### src/rtl/fb_pkg.sv
// Shared constants, FSM state encoding and the draw bounds helper for the
// framebuffer access arbiter.
package fb_pkg;

  localparam int H_PIXELS            = 128;
  localparam int V_PIXELS            = 64;
  localparam int TIMEOUT_CYC_DEFAULT = 31;

  typedef enum logic [2:0] {
    INIT_RST,
    INIT_WAIT,
    IDLE,
    READ,
    WRITE,
    ACK
  } arb_state_t;

  typedef enum logic {
    GRANT_SCAN = 1'b0,
    GRANT_DRAW = 1'b1
  } grant_t;

  function automatic logic draw_in_bounds(input logic [7:0] x, input logic [7:0] y);
    return (int'(x) < H_PIXELS) && (int'(y) < V_PIXELS);
  endfunction

endpackage

### src/rtl/fb_access_arbiter.sv
// Arbitrates a scan reader and a draw writer onto one framebuffer port,
// sequencing framebuffer reset, round-robin grants and a transfer timeout.
module fb_access_arbiter
  import fb_pkg::*;
#(
  parameter int TIMEOUT_CYC = TIMEOUT_CYC_DEFAULT
) (
  input  logic       clk,
  input  logic       rst,
  output logic       fb_rst,
  input  logic       fb_rst_complete,
  output logic       fb_we,
  input  logic       fb_w_data_valid,
  output logic [7:0] fb_w_xpos,
  output logic [7:0] fb_w_ypos,
  output logic [7:0] fb_din,
  output logic       fb_re,
  input  logic       fb_r_data_valid,
  input  logic [7:0] fb_dout,
  output logic [7:0] fb_r_xpos,
  output logic [7:0] fb_r_ypos,
  output logic       fb_r_mode,
  input  logic       scan_req,
  input  logic [7:0] scan_xpos,
  input  logic [7:0] scan_ypos,
  input  logic       scan_mode,
  output logic       scan_ack,
  output logic [7:0] scan_data,
  input  logic       draw_req,
  input  logic [7:0] draw_xpos,
  input  logic [7:0] draw_ypos,
  input  logic [7:0] draw_din,
  output logic       draw_ack,
  output logic       draw_rej,
  output logic       ready,
  output logic       err
);

  localparam int CNT_W = (TIMEOUT_CYC < 2) ? 1 : $clog2(TIMEOUT_CYC + 1);
  localparam logic [CNT_W-1:0] CNT_LAST = CNT_W'(TIMEOUT_CYC - 1);

  arb_state_t state_q, state_d;
  grant_t     last_q, last_d;
  logic [7:0] x_q, x_d, y_q, y_d, din_q, din_d;
  logic       mode_q, mode_d;
  logic [CNT_W-1:0] cnt_q, cnt_d;
  logic [7:0] scan_data_q, scan_data_d;
  logic       ready_q, ready_d, err_q, err_d;
  logic       fb_rst_q, fb_rst_d, fb_re_q, fb_re_d, fb_we_q, fb_we_d;
  logic       scan_ack_q, scan_ack_d, draw_ack_q, draw_ack_d, draw_rej_q, draw_rej_d;

  logic grant_scan, grant_draw;

  // Under contention the requester that was not served last wins.
  assign grant_scan = scan_req && (!draw_req || (last_q == GRANT_DRAW));
  assign grant_draw = draw_req && !grant_scan;

  always_comb begin
    state_d     = state_q;
    last_d      = last_q;
    x_d         = x_q;
    y_d         = y_q;
    din_d       = din_q;
    mode_d      = mode_q;
    cnt_d       = cnt_q;
    scan_data_d = scan_data_q;
    ready_d     = ready_q;
    err_d       = err_q;
    fb_rst_d    = 1'b0;
    fb_re_d     = 1'b0;
    fb_we_d     = 1'b0;
    scan_ack_d  = 1'b0;
    draw_ack_d  = 1'b0;
    draw_rej_d  = 1'b0;

    case (state_q)
      INIT_RST: begin
        fb_rst_d = 1'b1;
        state_d  = INIT_WAIT;
      end
      INIT_WAIT: begin
        if (fb_rst_complete) begin
          ready_d = 1'b1;
          state_d = IDLE;
        end
      end
      IDLE: begin
        if (grant_scan) begin
          last_d  = GRANT_SCAN;
          x_d     = scan_xpos;
          y_d     = scan_ypos;
          mode_d  = scan_mode;
          cnt_d   = '0;
          fb_re_d = 1'b1;
          state_d = READ;
        end else if (grant_draw) begin
          last_d = GRANT_DRAW;
          if (draw_in_bounds(draw_xpos, draw_ypos)) begin
            x_d     = draw_xpos;
            y_d     = draw_ypos;
            din_d   = draw_din;
            cnt_d   = '0;
            fb_we_d = 1'b1;
            state_d = WRITE;
          end else begin
            // Off-screen draws are answered without touching the framebuffer.
            draw_ack_d = 1'b1;
            draw_rej_d = 1'b1;
            state_d    = ACK;
          end
        end
      end
      READ: begin
        if (fb_r_data_valid) begin
          scan_data_d = fb_dout;
          scan_ack_d  = 1'b1;
          state_d     = ACK;
        end else if (cnt_q == CNT_LAST) begin
          err_d       = 1'b1;
          scan_data_d = 8'h00;
          scan_ack_d  = 1'b1;
          state_d     = ACK;
        end else begin
          fb_re_d = 1'b1;
          cnt_d   = cnt_q + CNT_W'(1);
        end
      end
      WRITE: begin
        if (fb_w_data_valid) begin
          draw_ack_d = 1'b1;
          state_d    = ACK;
        end else if (cnt_q == CNT_LAST) begin
          err_d      = 1'b1;
          draw_ack_d = 1'b1;
          state_d    = ACK;
        end else begin
          fb_we_d = 1'b1;
          cnt_d   = cnt_q + CNT_W'(1);
        end
      end
      ACK: begin
        // Strobes are already low here, giving the framebuffer an idle cycle.
        state_d = IDLE;
      end
      default: begin
        state_d = INIT_RST;
      end
    endcase
  end

  always_ff @(posedge clk) begin
    if (rst) begin
      state_q     <= INIT_RST;
      last_q      <= GRANT_DRAW;
      x_q         <= 8'h00;
      y_q         <= 8'h00;
      din_q       <= 8'h00;
      mode_q      <= 1'b0;
      cnt_q       <= '0;
      scan_data_q <= 8'h00;
      ready_q     <= 1'b0;
      err_q       <= 1'b0;
      fb_rst_q    <= 1'b0;
      fb_re_q     <= 1'b0;
      fb_we_q     <= 1'b0;
      scan_ack_q  <= 1'b0;
      draw_ack_q  <= 1'b0;
      draw_rej_q  <= 1'b0;
    end else begin
      state_q     <= state_d;
      last_q      <= last_d;
      x_q         <= x_d;
      y_q         <= y_d;
      din_q       <= din_d;
      mode_q      <= mode_d;
      cnt_q       <= cnt_d;
      scan_data_q <= scan_data_d;
      ready_q     <= ready_d;
      err_q       <= err_d;
      fb_rst_q    <= fb_rst_d;
      fb_re_q     <= fb_re_d;
      fb_we_q     <= fb_we_d;
      scan_ack_q  <= scan_ack_d;
      draw_ack_q  <= draw_ack_d;
      draw_rej_q  <= draw_rej_d;
    end
  end

  assign fb_rst    = fb_rst_q;
  assign fb_re     = fb_re_q;
  assign fb_we     = fb_we_q;
  assign fb_w_xpos = x_q;
  assign fb_w_ypos = y_q;
  assign fb_din    = din_q;
  assign fb_r_xpos = x_q;
  assign fb_r_ypos = y_q;
  assign fb_r_mode = mode_q;
  assign scan_ack  = scan_ack_q;
  assign scan_data = scan_data_q;
  assign draw_ack  = draw_ack_q;
  assign draw_rej  = draw_rej_q;
  assign ready     = ready_q;
  assign err       = err_q;

endmodule

### config.mk
export PLATFORM = sky130hd
export DESIGN_NAME = fb_access_arbiter
export DESIGN_NICKNAME = d
export VERILOG_FILES = /design/src/rtl/fb_pkg.sv /design/src/rtl/fb_access_arbiter.sv
export SDC_FILE = /design/constraint.sdc
export NUM_CORES = 1
export LEC_CHECK = 0
export BUFFER_PORTS_ARGS = -buffer_cell sky130_fd_sc_hd__buf_2
export CORE_MARGIN = 2
export CORE_UTILIZATION = 45
export CTS_BUF_LIST = sky130_fd_sc_hd__clkbuf_8
export CTS_CLUSTER_SIZE = 28
export DETAILED_ROUTE_END_ITERATION = 12
export PLACE_DENSITY_LB_ADDON = 0.12
export SKIP_LAST_GASP = 1
export SYNTH_ARGS = -nofsm -noshare
export SYNTH_HDL_FRONTEND = slang
export SYNTH_SLANG_ARGS = --single-unit
### constraint.sdc
create_clock -name clk -period 4.3 [get_ports clk]
set_clock_uncertainty 0.1 [all_clocks]
set_input_delay 0.86 -clock clk [delete_from_list [all_inputs] [get_ports clk]]
set_output_delay 0.86 -clock clk [all_outputs]
set_load 0.02 [all_outputs]
==> metrics.yaml, run 1 <==
cts:
  root_buffer: "clkbuf_8"
  clk_pin_slew_ns: 0.08
  cts_tree: "yes"
  clockBufferDepth: 2
  holdBufCountCts: 0
  ctsResizeCount: 0
  clock_latency_ns: 0.30
  cts_made_buffers: 5
  post_cts.repair.setup_buffers: 0
  htree_num_levels: 2
  clock-sinks: 50
yosys:
  ys_seq_area_share_pct: 41.5
  synthFlopType: "dfxtp_1"
  synthXorXnorAreaFrac_pct: 0
  ys_types: 46
  yosys.area.top_type: "dfxtp_1"
  synth_edf_count: 0
  synth_area_leaders: "dfxtp_1, a311oi_1, nand2_1"
  synth_compound_area_share_pct: 23.3
  synthMuxAreaShare_pct: 3.73
  synth_top_family_by_area: "compound AO/OA/AOI/OAI gates"
  syn_inst: 278
  ys.warnings.count: 0
  synthAdderAreaFrac_pct: 1.04
  syn_nets: 336
  synth_top_cell_area_share_pct: 41.5
  postSynthAreaPerCell_sq_um: 8.68
  synthArstFlopShare_pct: 0
  ys_ff_latch: 50
  synth_area_sq_um: 2410
  synth_simple_gate_area_share_pct: 18.9
cells_and_area:
  fillCellCount: 508
  area_growth_pct: 20.2
  drive_above_1_share_pct: 34.3
  num_antenna_cells: 0
  nNetsFinal: 419
drt:
  wirelength_microns: 5770
  highest_layer: "met4"
  drc_errors: 0
  num_vias: 2269
  drt_first_pass_iters: 4
  dr_wl_met2_microns: 2530
  drtIter0Drc: 95
  wl_met3_microns: 493
  drt-met1-wl_microns: 2680
  ant_nets: 0
  wl_per_cell_microns: 13.4
  vias_per_cell: 5.26
power:
  peakVddDrop_mv: 0.188
  p_per_area_nw_per_um2: 410
  leakage_nw: 1.33
critical_path:
  critPathMaxStageDelay_ns: 0.71
  critPathCaptureType: "register"
  arrival_ns: 2.63
  slowest_stage: "and2_0"
  path_class: "primary input to register"
  worstPathRequired_ns: 4.33
  start_kind: "primary input"
  crit_fanout: 15
  cp_cell_sequence: "buf_2 -> nor3_1 -> a22o_1 -> and2_0 -> a311oi_1"
die:
  design.core.area_sq_um: 5140
  pin_count: 113
  initial_utilization_pct: 46.9
  rows: 26
  design.die.area_sq_um: 5960
  die_height_microns: 77.2
  die_x_microns: 77.2
timing:
  min_period_ns: 2.60
  setup_viol: 0
  final.setup.tns_ns: 0
  final_hold_viol_count: 0
  drv_slew: 0
  layout_setup_ws_ns: 1.70
  timing.final.crit_share_pct: 60.5
  max_freq_mhz: 384
  rsz0062_at_grt: "no"
  tightest_slew_ns: 0.927
  relSlewSlack_pct: 38.2
outcome:
  outcome: "complete, no violations"
place:
  hpwl_microns: 3980
  gp_congestion: 0.793
  portBuffers: 112
  dpl_worst_slack_ns: 1.40
global_route:
  antenna_found_initial: 0
  grt_pass1_vias: 2098
  grt_usage_pct: 19.2
  grt_pass1_wl_microns: 9490
  overflow: 0
  grt_start_max_net_pins: 52
hold_path:
  hold_path_class: "register to register"
job:
  maxCapViolations: 0
placed cells by master, fill, tap and decap left out, types with 3 or more instances in the layout:
| cell | n |
|---|---|
| a21o_1 | 3 |
| a21oi_1 | 20 |
| a22oi_1 | 8 |
| a311oi_1 | 16 |
| a31oi_1 | 6 |
| and3_1 | 3 |
| buf_2 | 112 |
| clkbuf_8 | 5 |
| dfxtp_1 | 50 |
| inv_1 | 9 |
| mux2i_1 | 9 |
| nand2_1 | 36 |
| nand2b_1 | 4 |
| nand3_1 | 3 |
| nor2_1 | 29 |
| nor3_1 | 9 |
layout make-up:
type                    count  area, sq um  area share [%]
well taps                  70         87.6            3.02
inverters                   7         26.3           0.906
repair buffers            114          576            19.9
clock inverters             2         7.51           0.259
clock buffers               5         68.8            2.37
multi-input cells         183         1130            39.1
flip-flops and latches     50         1000            34.5
path summary, 6_finish.rpt:
| kind | start | end | slack (ns) | cells after the start |
|---|---|---|---|---|
| worst max-delay path | draw_ypos[7] | fb_r_xpos[2]$_SDFFE_PP0P_ | 1.70 | 5 |
| worst min-delay path | fb_r_mode$_SDFFE_PP0P_ | fb_r_mode$_SDFFE_PP0P_ | 0.38 | 2 |
| worst max register to register | state_q[1]$_SDFFE_PP0P_ | fb_r_xpos[2]$_SDFFE_PP0P_ | 1.88 | 5 |
| worst min register to register | fb_r_mode$_SDFFE_PP0P_ | fb_r_mode$_SDFFE_PP0P_ | 0.38 | 2 |
cell usage after synthesis (2+ instances only):
master	instances
nor2_1	29
o22ai_1	2
nor3_1	9
buf_6	5
dfxtp_1	50
nand2b_1	4
mux2i_1	9
buf_1	2
buf_2	7
nand4_1	2
and3_1	3
a22oi_1	8
ha_1	2
a21o_1	3
nand2_1	36
buf_4	17
nand3_1	3
clkbuf_1	7
and2_1	2
o32ai_1	2
a211o_1	2
a31oi_1	6
a311oi_1	16
o21ai_0	2
inv_1	7
a211oi_1	2
nand3b_1	2
or3b_1	2
a21oi_1	20
layer usage:
| layer | track usage (%) | up-vias |
|---|---|---|
| met5 | 0 | - |
| li1 | - | 1145 |
| met4 | 4.82 | 0 |
| met2 | 31.8 | 97 |
| met3 | 5.06 | 5 |
| met1 | 24.8 | 1022 |
logic make-up (layout without fill, tap and decap cells):
family	Yosys count	in the layout
DFF	50	50
adders and majority gates	2	2
muxes	9	9
AOI/OAI and AO/OA	73	73
buffers and inverters	45	128
and+or+nand+nor	99	99
power breakdown:
group / total, mW / internal (mW) / switching (mW)
Combinational: 0.386 / 0.144 / 0.242
Clock: 0.249 / 0.107 / 0.141
Sequential: 0.553 / 0.510 / 0.0432
metrics by stage:
step                hold slack (ns)  instance area [sq um]  instances  power [mW]  util (%)
CTS                           0.384                   2900        431        1.20      56.4
detailed placement            0.363                   2820        424       0.951      54.9
global placement              0.345                   2820        424       0.947      54.9
finish                        0.380                   2900        431        1.19      56.4
global route                  0.401                   2900        431        1.26      56.4
floorplan                     0.389                   2410        278       0.872         -
worst max-delay path, delay by kind of cell:
kind | cells | cell delay (ns)
AOI/OAI and AO/OA | 2 | 0.45
and+or+nand+nor | 2 | 1.20
buffers and inverters | 1 | 0.12
registers in the layout (all words and copies together) (netlist names), 3 cells and up:
register	cells
scan_data	8
state_q	3
cnt_q	5
fb_r_xpos	8
fb_r_ypos	8
fb_din	8
No activity file was read; power rests on OpenSTA's default activity.
==> run 2: changes to the inputs <==
Clock period 4.3 ns to 2.4 ns, I/O delays scaled along.
==> metrics.yaml, run 2 (synthesized netlist as in run 1, its figures left out) <==
power:
  clockPowerShare_pct: 22.8
  power_frac_seq_pct: 45.1
  switchingPower_mw: 0.783
  peakVddDrop_mv: 0.360
  p_sw_share_pct: 35.7
  p_int_mw: 1.41
  p_per_area_nw_per_um2: 739
  p_total_mw: 2.19
  leakage_nw: 1.37
  power_frac_comb_pct: 32.0
hold_path:
  hold_path_class: "primary input to register"
  whs_path_depth: 3
cts:
  ctsResizeCount: 0
  htree_num_levels: 2
  root_buffer: "clkbuf_8"
  holdBufCountCts: 0
  post_cts.repair.setup_buffers: 0
  clock-sinks: 50
  clk_pin_slew_ns: 0.09
  cts_made_buffers: 5
  clock_latency_ns: 0.30
  cts_tree: "yes"
  clockBufferDepth: 2
timing:
  rsz0062_at_grt: "no"
  tightest_slew_ns: 0.789
  layout_setup_ws_ns: 0.326
  final.setup.tns_ns: 0
  final_hold_viol_count: 0
  max_freq_mhz: 482
  relSlewSlack_pct: 47.3
  min_period_ns: 2.07
  setup_viol: 0
  drv_slew: 0
  whs_ns: 0.307
  timing.final.crit_share_pct: 86.4
critical_path:
  arrival_ns: 2.18
  worstPathRequired_ns: 2.50
  start_kind: "register"
  crit_fanout: 13
  critPathCaptureType: "register"
  path_class: "register to register"
  r2r_cells: 5
drt:
  wirelength_microns: 5720
  drc_errors: 0
  num_vias: 2241
  drt_first_pass_iters: 4
  ant_nets: 0
  wl_per_cell_microns: 13.1
  drtIter0Drc: 64
  vias_per_cell: 5.12
cells_and_area:
  layout_commonest_cell: "buf_2"
  layout_common_cells: "buf_2, dfxtp_1, nand2_1, nor2_1, a21oi_1"
  nNetsFinal: 425
  stdcell_area_sq_um: 2970
  multi_input_area_sq_um: 1130
  fillCellCount: 503
  drive_above_1_share_pct: 35.9
  final_util_pct: 57.8
  area_growth_pct: 23.2
  seq_area_sq_um: 1000
  num_antenna_cells: 0
  final_cells: 438
place:
  portBuffers: 112
  dpl_worst_slack_ns: 0.218
  hpwl_microns: 4080
  dp.cells: 430
  placed_cell_area_sq_um: 2880
  gp_congestion: 0.803
die:
  die_x_microns: 77.2
  die_height_microns: 77.2
  design.core.area_sq_um: 5140
  design.die.area_sq_um: 5960
  pin_count: 113
  rows: 26
  initial_utilization_pct: 46.9
global_route:
  grt_pass1_wl_microns: 9750
  overflow: 0
  grt_start_max_net_pins: 38
  antenna_found_initial: 0
  grt_pass1_vias: 2138
  grt_usage_pct: 19.8
job:
  maxCapViolations: 0
outcome:
  outcome: "complete, no violations"
-- run 2: cell count changes in the layout (fill, tap and decap cells not counted) --
cell	before	now
buf_12	0	1
clkinv_2	0	1
buf_4	2	7
clkbuf_8	5	6
inv_1	9	8
-- run 2: power by group through the flow --
stage	logic [mW]	clock network [mW]	registers [mW]
2_1_floorplan	0.503	0	1.06
3_3_place_gp	0.702	0	1.01
3_5_place_dp	0.705	0	1.01
4_1_cts	0.707	0.517	0.992
5_1_grt	0.775	0.551	1.01
6_report	0.703	0.501	0.991
-- run 2: critical path: stages (launching register included) --
cell and delay, ns:
dfxtp_1 0.43, or3b_1 0.57, a2111oi_4 0.35, buf_4 0.26
mux2i_1 0.21, nor2_1 0.05
-- run 2: layout make-up --
cell class,count,area share (%)
well taps,70,2.95
repair buffers,120,21.3
inverters,7,0.884
clock buffers,6,2.78
multi-input cells,183,38.1
clock inverters,2,0.295
flip-flops and latches,50,33.7
-- run 2: layer usage --
| layer | up-vias | GRT usage [%] | wire (microns) | part of all wire [%] |
|---|---|---|---|---|
| li1 | 1159 | - | - | - |
| met2 | 87 | 32.1 | 2540 | 44 |
| met5 | - | 0 | 0 | 0 |
| met1 | 989 | 25.5 | 2660 | 47 |
| met4 | 0 | 6.61 | 61 | 1.1 |
| met3 | 6 | 5.53 | 462 | 8.1 |
-- run 2: path summary, 6_finish.rpt --
path	slack [ns]	startpoint	endpoint
worst min register to register	0.38	err$_SDFFE_PP0P_	err$_SDFFE_PP0P_
worst max-delay path	0.33	state_q[0]$_SDFFE_PP0P_	fb_din[6]$_SDFFE_PP0P_
worst max register to register	0.33	state_q[0]$_SDFFE_PP0P_	fb_din[6]$_SDFFE_PP0P_
worst min-delay path	0.31	fb_dout[4]	scan_data[4]$_SDFFE_PP0P_
==> run 3: changes to the inputs <==
Settings changed: CORE_MARGIN 2 to not set, CTS_CLUSTER_SIZE 28 to not set.
==> metrics.yaml, run 3 (synthesized netlist as in run 1, its figures left out) <==
global_route:
  overflow: 0
  grt_usage_pct: 20.3
  grt_pass1_vias: 1953
  grt_pass1_wl_microns: 8830
  antenna_found_initial: 0
  grt_start_max_net_pins: 39
die:
  design.core.area_sq_um: 5140
  die_height_microns: 75.2
  initial_utilization_pct: 46.9
  pin_count: 113
  rows: 26
  die_x_microns: 75.2
  design.die.area_sq_um: 5660
cts:
  clockBufferDepth: 2
  clock-sinks: 50
  root_buffer: "clkbuf_8"
  htree_num_levels: 2
  clock_latency_ns: 0.30
  ctsResizeCount: 0
  holdBufCountCts: 0
  post_cts.repair.setup_buffers: 0
  cts_tree: "yes"
  cts_made_buffers: 5
  clk_pin_slew_ns: 0.09
critical_path:
  slowest_stage: "or3b_1"
  start_kind: "register"
  arrival_ns: 2.15
  critPathCaptureType: "register"
  cpLargestDelayFamily: "simple AND/OR/NAND/NOR gates"
  cp_cell_sequence: "or3b_1 -> a2111oi_4 -> buf_4 -> mux2i_1 -> nor2_1"
  path_buf_inv: 1
  path_class: "register to register"
  critPathMaxStageDelay_ns: 0.57
  worstPathRequired_ns: 2.50
  crit_fanout: 13
drt:
  wl_met3_microns: 438
  ant_nets: 0
  drt_first_pass_iters: 4
  num_vias: 2324
  wirelength_microns: 5630
  wl_per_cell_microns: 12.8
  vias_per_cell: 5.28
  drc_errors: 0
  drt-met1-wl_microns: 2620
  dr_wl_met2_microns: 2490
  highest_layer: "met4"
  drtIter0Drc: 76
power:
  leakage_nw: 1.39
  p_per_area_nw_per_um2: 801
  p_sw_share_pct: 32.6
  power_frac_seq_pct: 40.8
  clockPowerShare_pct: 29.9
  p_total_mw: 2.42
  switchingPower_mw: 0.791
  peakVddDrop_mv: 0.411
  power_frac_comb_pct: 29.3
  p_int_mw: 1.63
timing:
  rsz0062_at_grt: "no"
  setup_viol: 0
  min_period_ns: 2.05
  tightest_slew_ns: 0.689
  final.setup.tns_ns: 0
  relSlewSlack_pct: 54.1
  drv_slew: 0
  final_hold_viol_count: 0
  timing.final.crit_share_pct: 85.3
  max_freq_mhz: 488
cells_and_area:
  fillCellCount: 481
  nNetsFinal: 427
  layout_common_cells: "buf_2, dfxtp_1, nand2_1, nor2_1, a21oi_1"
  area_growth_pct: 25.4
  final_util_pct: 58.9
  seq_area_sq_um: 1000
  num_antenna_cells: 0
  final_cells: 440
  multi_input_area_sq_um: 1130
  drive_above_1_share_pct: 36.5
  layout_commonest_cell: "buf_2"
place:
  portBuffers: 112
  gp_congestion: 0.830
  dp.cells: 432
  hpwl_microns: 3990
hold_path:
  hold_path_class: "primary input to register"
job:
  maxCapViolations: 0
outcome:
  outcome: "complete, no violations"
## run 3: cell count changes in the layout (fill, tap and decap cells not counted)
cell	delta
buf_12	-1
buf_4	+3
bufinv_16	+2
clkinv_2	-1
inv_1	-1
## run 3: worst register-to-register path, delay by kind of cell, from the launching register on
| kind | cells | cell delay (ns) |
|---|---|---|
| muxes | 1 | 0.21 |
| DFF | 1 | 0.43 |
| buffers and inverters | 1 | 0.25 |
| and+or+nand+nor | 2 | 0.62 |
| AOI/OAI and AO/OA | 1 | 0.33 |
## run 3: per-layer routing
metal,vias up,track usage [%]
met1,1054,24.8
li1,1166,-
met3,8,5.89
met4,0,7.00
met2,96,34.2
met5,-,0
## run 3: stage by stage
stage	area, sq um	hold WS, ns	worst slack, ns
after floorplan	2410	0.389	0.512
after global placement	2880	0.349	0.280
after detailed placement	2880	0.361	0.259
after CTS	3030	0.298	0.345
after global routing	3030	0.300	0.225
final	3030	0.307	0.352
## run 3: final timing paths
check / from / to / slack, ns / cells past startpoint
worst max-delay path: state_q[0]$_SDFFE_PP0P_ / fb_din[3]$_SDFFE_PP0P_ / 0.35 / 5
worst min-delay path: fb_dout[1] / scan_data[1]$_SDFFE_PP0P_ / 0.31 / 3
worst max register to register: state_q[0]$_SDFFE_PP0P_ / fb_din[3]$_SDFFE_PP0P_ / 0.35 / 5
worst min register to register: err$_SDFFE_PP0P_ / err$_SDFFE_PP0P_ / 0.38 / 2
## run 3: area by class of cell
| class | count | area share [%] |
|---|---|---|
| Clock buffer | 6 | 2.73 |
| Clock inverter | 2 | 1.99 |
| Inverter | 7 | 0.868 |
| Multi-Input combinational cell | 183 | 37.4 |
| Sequential cell | 50 | 33.1 |
| Tap cell | 70 | 2.89 |
| Timing Repair Buffer | 122 | 21.0 |
## run 3: power by group through the flow
stage	clock (mW)	combinational (mW)	sequential (mW)
after global routing	0.777	0.786	1.01
after global placement	0	0.707	1.00
final	0.725	0.710	0.990
after CTS	0.742	0.714	0.990
after detailed placement	0	0.712	1.01
after floorplan	0	0.503	1.06
